## config.mk

```make
export PLATFORM = sky130hd
export DESIGN_NAME = adc_dac_sequencer
export DESIGN_NICKNAME = d
export VERILOG_FILES = /design/src/rtl/adc_dac_sequencer.sv
export SDC_FILE = /design/constraint.sdc
export NUM_CORES = 1
export LEC_CHECK = 0
export BUFFER_PORTS_ARGS = -buffer_cell sky130_fd_sc_hd__buf_2
export CAP_MARGIN = 10
export CORE_ASPECT_RATIO = 2
export CORE_MARGIN = 4
export CORE_UTILIZATION = 55
export CTS_BUF_LIST = sky130_fd_sc_hd__clkbuf_16
export CTS_CLUSTER_SIZE = 12
export DETAILED_ROUTE_END_ITERATION = 6
export PLACE_DENSITY = 0.87
export RECOVER_POWER = 50
export SYNTH_ARGS = -nofsm -noshare
export SYNTH_HDL_FRONTEND = slang
export SYNTH_SLANG_ARGS = --single-unit
```

## constraint.sdc

```tcl
create_clock -name clk_i -period 4.7 [get_ports clk_i]
set_input_delay 0.235 -clock clk_i [delete_from_list [all_inputs] [get_ports clk_i]]
set_output_delay 0.235 -clock clk_i [all_outputs]
set_load 0.05 [all_outputs]
```

## src/rtl/adc_dac_sequencer.sv

```systemverilog
// rtl/adc_dac_sequencer.sv - sample sequencer: ADC read, optional gain, DAC write
//
// Purpose: on each accepted sample tick, start the ADC reader, wait for its
// result, process it, then start the DAC writer and wait for it to finish.
// Ticks arriving mid-transfer are dropped and counted; stuck waits are aborted
// after TIMEOUT_CYCLES cycles and counted.
//
// Optional feature macro: ADC_DAC_SEQ_GAIN_EN adds gain_i (unsigned Q8.8) and
// scales the sample by it with saturation; without it the sample passes through.
//
// Ports:
//   clk_i          rising-edge system clock
//   reset_i        synchronous active-high reset
//   enable_i       accept sample ticks when high
//   sample_tick_i  single-cycle sample request
//   adc_start_o    single-cycle ADC reader start
//   adc_idle_i     ADC reader idle flag
//   adc_data_i     signed ADC result, valid while adc_idle_i is high
//   dac_start_o    single-cycle DAC writer start
//   dac_idle_i     DAC writer idle flag
//   dac_data_o     signed DAC word
//   busy_o         high whenever a transfer is in progress
//   overrun_cnt_o  saturating count of dropped ticks
//   timeout_cnt_o  saturating count of aborted transfers
//   gain_i         unsigned Q8.8 gain (ADC_DAC_SEQ_GAIN_EN builds only)

module adc_dac_sequencer #(
  parameter int TIMEOUT_CYCLES = 1024,
  parameter int CNT_W          = 8
) (
  input  logic             clk_i,
  input  logic             reset_i,
  input  logic             enable_i,
  input  logic             sample_tick_i,
  output logic             adc_start_o,
  input  logic             adc_idle_i,
  input  logic [15:0]      adc_data_i,
  output logic             dac_start_o,
  input  logic             dac_idle_i,
  output logic [15:0]      dac_data_o,
  output logic             busy_o,
  output logic [CNT_W-1:0] overrun_cnt_o,
  output logic [CNT_W-1:0] timeout_cnt_o
`ifdef ADC_DAC_SEQ_GAIN_EN
  ,
  input  logic [15:0]      gain_i
`endif
);

  typedef enum logic [2:0] {
    IDLE,
    ADC_START,
    ADC_WAIT,
    PROC,
    DAC_START,
    DAC_WAIT
  } state_t;

  // Last wait cycle index: a wait may occupy at most TIMEOUT_CYCLES cycles.
  localparam logic [15:0] WAIT_LAST = 16'(TIMEOUT_CYCLES - 1);

  state_t             state;
  state_t             state_next;
  logic [15:0]        wait_cnt;
  logic [15:0]        sample;
  logic [15:0]        processed;
  logic [15:0]        dac_data;
  logic [CNT_W-1:0]   overrun_cnt;
  logic [CNT_W-1:0]   timeout_cnt;
  logic               adc_start;
  logic               dac_start;
  logic               capture;
  logic               load_dac;
  logic               timeout_hit;
  logic               wait_last;
  logic               wait_first;

  assign wait_last  = (wait_cnt == WAIT_LAST);
  // The peripheral's idle flag only drops a cycle after its start pulse, so
  // the first wait cycle would see a stale "idle" and must be ignored.
  assign wait_first = (wait_cnt == 16'd0);

`ifdef ADC_DAC_SEQ_GAIN_EN
  logic signed [32:0] product;
  logic signed [32:0] scaled;

  assign product = $signed(sample) * $signed({1'b0, gain_i});
  assign scaled  = product >>> 8;

  always_comb begin
    processed = scaled[15:0];
    if (scaled > 33'sd32767) begin
      processed = 16'h7FFF;
    end else if (scaled < -33'sd32768) begin
      processed = 16'h8000;
    end
  end
`else
  assign processed = sample;
`endif

  always_comb begin
    state_next  = state;
    adc_start   = 1'b0;
    dac_start   = 1'b0;
    capture     = 1'b0;
    load_dac    = 1'b0;
    timeout_hit = 1'b0;
    case (state)
      IDLE: begin
        if (sample_tick_i && enable_i) begin
          state_next = ADC_START;
        end
      end
      ADC_START: begin
        adc_start  = 1'b1;
        state_next = ADC_WAIT;
      end
      ADC_WAIT: begin
        // Completion wins over a timeout landing on the same cycle.
        if (!wait_first && adc_idle_i) begin
          capture    = 1'b1;
          state_next = PROC;
        end else if (wait_last) begin
          timeout_hit = 1'b1;
          state_next  = IDLE;
        end
      end
      PROC: begin
        load_dac   = 1'b1;
        state_next = DAC_START;
      end
      DAC_START: begin
        dac_start  = 1'b1;
        state_next = DAC_WAIT;
      end
      DAC_WAIT: begin
        if (!wait_first && dac_idle_i) begin
          state_next = IDLE;
        end else if (wait_last) begin
          timeout_hit = 1'b1;
          state_next  = IDLE;
        end
      end
      default: state_next = IDLE;
    endcase
  end

  always_ff @(posedge clk_i) begin
    if (reset_i) begin
      state       <= IDLE;
      wait_cnt    <= 16'd0;
      sample      <= 16'd0;
      dac_data    <= 16'd0;
      overrun_cnt <= '0;
      timeout_cnt <= '0;
    end else begin
      state <= state_next;
      // Every wait state is entered from a different state, so clearing on
      // any state change gives a fresh count on each wait entry.
      if (state_next != state) begin
        wait_cnt <= 16'd0;
      end else if (state == ADC_WAIT || state == DAC_WAIT) begin
        wait_cnt <= wait_cnt + 16'd1;
      end
      if (capture) begin
        sample <= adc_data_i;
      end
      if (load_dac) begin
        dac_data <= processed;
      end
      // Any enabled tick outside IDLE is dropped, including one on the cycle
      // the transfer finishes.
      if (sample_tick_i && enable_i && state != IDLE && overrun_cnt != '1) begin
        overrun_cnt <= overrun_cnt + 1'b1;
      end
      if (timeout_hit && timeout_cnt != '1) begin
        timeout_cnt <= timeout_cnt + 1'b1;
      end
    end
  end

  // Strobes are masked while reset is asserted so they read 0 even on the
  // cycle before the reset edge takes effect.
  assign adc_start_o   = adc_start && !reset_i;
  assign dac_start_o   = dac_start && !reset_i;
  assign busy_o        = (state != IDLE) && !reset_i;
  assign dac_data_o    = dac_data;
  assign overrun_cnt_o = overrun_cnt;
  assign timeout_cnt_o = timeout_cnt;

endmodule

```

==> results by group <==
Outcome
  • Outcome: complete, no violations

Global routing
  • GR Util All Layers: 0.218
  • Antenna violations before repair: 0
  • Vias in the first global route: about 2600
  • Pin count of the biggest net entering global routing: 60
  • GRT overflow: 0
  • First-pass GRT wire length: about 11 mm

Floorplanning
  • Initial cell density of the core: 0.575
  • Row cnt: 37
  • Core Region: about 0.0052 mm2
  • Die H: approximately 110 um
  • Die area: roughly 0.0067 mm2
  • Chip Width: around 60 um
  • Io pins: 57

Power and ir drop
  • PwrDens: about 340 mW/mm2
  • Sw frac: 0.209
  • Reg power frac: 0.493
  • Static leakage: 0.00119 uW
  • Int Pwr: roughly 920 uW
  • Sw power: ~240 uW
  • Worst IR Drop VDD: approximately 310 uV
  • Clock power frac: 0.466
  • Comb power frac: 0.041

Finish
  • Final #Nets: 439
  • Multi-input logic area: 0.00153 mm2
  • Design Area, Final: ~0.0034 mm2
  • Reg area: 0.00134 mm2
  • Layout fillers: 454
  • Area Overhead vs Synth: 15.5%
  • Inserted Diodes: 0
  • Layout cells sized above 1: 0.0942

Yosys
  • Synth Area in Compound Gates: 0.128
  • Ys flop type: dfxtp_1
  • Seq cells post-synth: 67
  • Post-Synth XOR/XNOR Area: 0.0617
  • Cells after synthesis: about 370
  • Unique masters post-synth: 44
  • Synth top area share: 0.450
  • Mapped Nets: slightly below 400
  • Post-synth EDFFs: 0
  • Mean area per synthesized cell: 8.13 um2
  • Async S/R FF share, synth: 0
  • Multiplexer share of the synthesized area: 0.0147
  • Largest family of logic cells by synthesized area: simple AND/OR/NAND/NOR gates
  • Mapped Area: a little under 0.003 mm2
  • Synth top area cells: dfxtp_1, nand2_1, a21oi_1
  • Most numerous cell in the Yosys netlist: nand2_1
  • Area share of fa/ha/maj cells after synthesis: 0.0168
  • Synth cell count leaders: nand2_1, dfxtp_1, a21oi_1, nor2_1, clkbuf_1
  • Post-synthesis sequential area ratio: 0.450
  • Simple logic cell fraction of the synthesized area: 0.290
  • Area leader, netlist: dfxtp_1
  • Yosys warnings: 0

CTS
  • CTS Hold Bufs: 0
  • CTS clk-pin slew, worst paths: around 0.050 ns
  • Post-cts resize count: 0
  • Clock Sinks: 67
  • Clk Latency, worst-skew pair: 0.33 ns
  • CTS Root Buffer Type: clkbuf_16
  • CTS tree: yes
  • Clock Path Buffers: 2
  • H-tree Lvls: 3
  • Total setup buffers inserted after CTS: 0
  • Num CTS Buffers: 9

Timing
  • Rel. slew slack: 0.333
  • Setup TNS: 0 ns
  • Max-slew violations: 0
  • RSZ-0062 raised after global routing: no
  • Worst slew pin tran: 1.00 ns
  • Clock skew: just under 0.004 ns
  • FMAX: between 300 and 400 MHz
  • Final setup viols: 0
  • Final hold violations: 0
  • Tmin final: 2.56 ns
  • Fin crit share: 0.545

Worst hold path
  • Worst hold path depth: 3
  • Hold Path Class: in -> reg
  • Min-delay src: adc_data_i[3]
  • Hold Path End: processed[3]$_SDFFE_PP0P_

Detailed routing
  • Drt first pass iters: 4
  • WL/cell: ~15 um
  • Via count: 2736
  • Post-route antenna net violation count: 0
  • Wirelength, routed: 6.90 mm
  • DR vias/cell: 5.80
  • Drt initial violations: 152
  • DR DRC count: 0

Placement
  • Port Buffers: 56
  • Dpl hpwl: 4.83 mm
  • Placer Congestion: 0.916
  • DP Area: roughly 0.0032 mm2

Critical path
  • Reg-to-Reg Start: wait_cnt[6]$_SDFFE_PP0P_
  • R2R cell count: 5
  • WP data arrival: 2.81 ns
  • Worst Path Required: 4.94 ns
  • Reg-to-Reg End: timeout_cnt_o[3]$_SDFFE_PP0P_
  • Worst Setup End Kind: flop
  • Critical path startpoint category: flop
  • R2R setup slack: around 2.1 ns
  • Crit-path max FO: 12
  • Setup CP Type: reg -> reg

Job
  • # Max-Cap Violations: 0
metrics by stage:
| step | hold slack [ns] | power (uW) | instances | util | worst slack, ns |
|---|---|---|---|---|---|
| CTS | 0.135 | 1180 | 472 | 0.672 | 2.17 |
| global placement | 0.437 | 635 | 460 | 0.627 | 2.28 |
| detailed placement | 0.443 | 635 | 460 | 0.627 | 2.18 |
| global route | 0.151 | 1210 | 472 | 0.664 | 1.95 |
| floorplan | 0.371 | 620 | 367 | - | 2.04 |
| finish | 0.145 | 1170 | 472 | 0.664 | 2.14 |
flip-flops by register name, summed over array words and instances, names as in the netlist:
signal	flops
processed	16
overrun_cnt_o	8
state	3
wait_cnt	16
dac_data_o	16
timeout_cnt_o	8
power groups by stage:
stage | Clock [uW] | Sequential, uW | Combinational [uW]
2_1_floorplan | 0 | 586 | 34.2
3_5_place_dp | 0 | 588 | 47.7
4_1_cts | 557 | 577 | 48.1
6_report | 545 | 577 | 47.4
5_1_grt | 582 | 576 | 52.2
3_3_place_gp | 0 | 587 | 47.5
kinds of logic (layout without fill, tap and decap cells):
logic type | count (synthesis) | count (layout)
multiplexers | 4 | 4
AO/OA/AOI/OAI | 63 | 63
buffers and inverters | 29 | 76
AND/OR/NAND/NOR | 179 | 179
XOR/XNOR | 21 | 21
flip-flops | 67 | 67
adder cells (fa/ha/maj) | 4 | 4
metal layers:
layer | global-route usage | vias up | routed length [um]
met5 | 0 | - | 0
met4 | 0.120 | 0 | 209
met3 | 0.0598 | 18 | 383
met2 | 0.382 | 88 | 3730
met1 | 0.219 | 1270 | 2570
li1 | - | 1360 | -
final cells by class:
cell class,instances,area share
Tap cell,58,0.0211
Sequential cell,67,0.389
Multi-Input combinational cell,271,0.443
Clock inverter,3,0.00327
Inverter,8,0.00872
Clock buffer,9,0.0654
Timing Repair Buffer,56,0.0694
critical path, cell delays in order, from the launching register on:
cell and delay [ns]:
dfxtp_1 0.36, or4_4 0.56, o41ai_2 0.59, a2bb2oi_2 0.25
or4_1 0.56, a21oi_1 0.16
layout by cell type (no fill, tap or decap), types with 6 or more instances in the layout:
cell       synthesis  routed
o21ai_0            5       6
xor2_1             9       9
xnor2_1           12      12
nand4_1            9       9
clkbuf_1          19      33
nand2_1           74      74
a21oi_1           42      42
nor2_1            32      32
and2_1             6       6
clkbuf_16          0       9
inv_1              8       9
nand3_1           14      14
buf_2              0      23
dfxtp_1           67      67
nor3_1            11      11
how the worst max path moves through the flow:
| stage | from | to |
|---|---|---|
| after floorplan | state[0]$_SDFF_PP0_ | adc_start_o |
| after global placement | wait_cnt[6]$_SDFFE_PP0P_ | timeout_cnt_o[4]$_SDFFE_PP0P_ |
| after detailed placement | wait_cnt[6]$_SDFFE_PP0P_ | timeout_cnt_o[3]$_SDFFE_PP0P_ |
| after CTS | wait_cnt[6]$_SDFFE_PP0P_ | timeout_cnt_o[3]$_SDFFE_PP0P_ |
| after global routing | wait_cnt[0]$_SDFFE_PP0P_ | wait_cnt[2]$_SDFFE_PP0P_ |
| final | wait_cnt[6]$_SDFFE_PP0P_ | timeout_cnt_o[3]$_SDFFE_PP0P_ |
No activity file was read; power rests on OpenSTA's default activity.
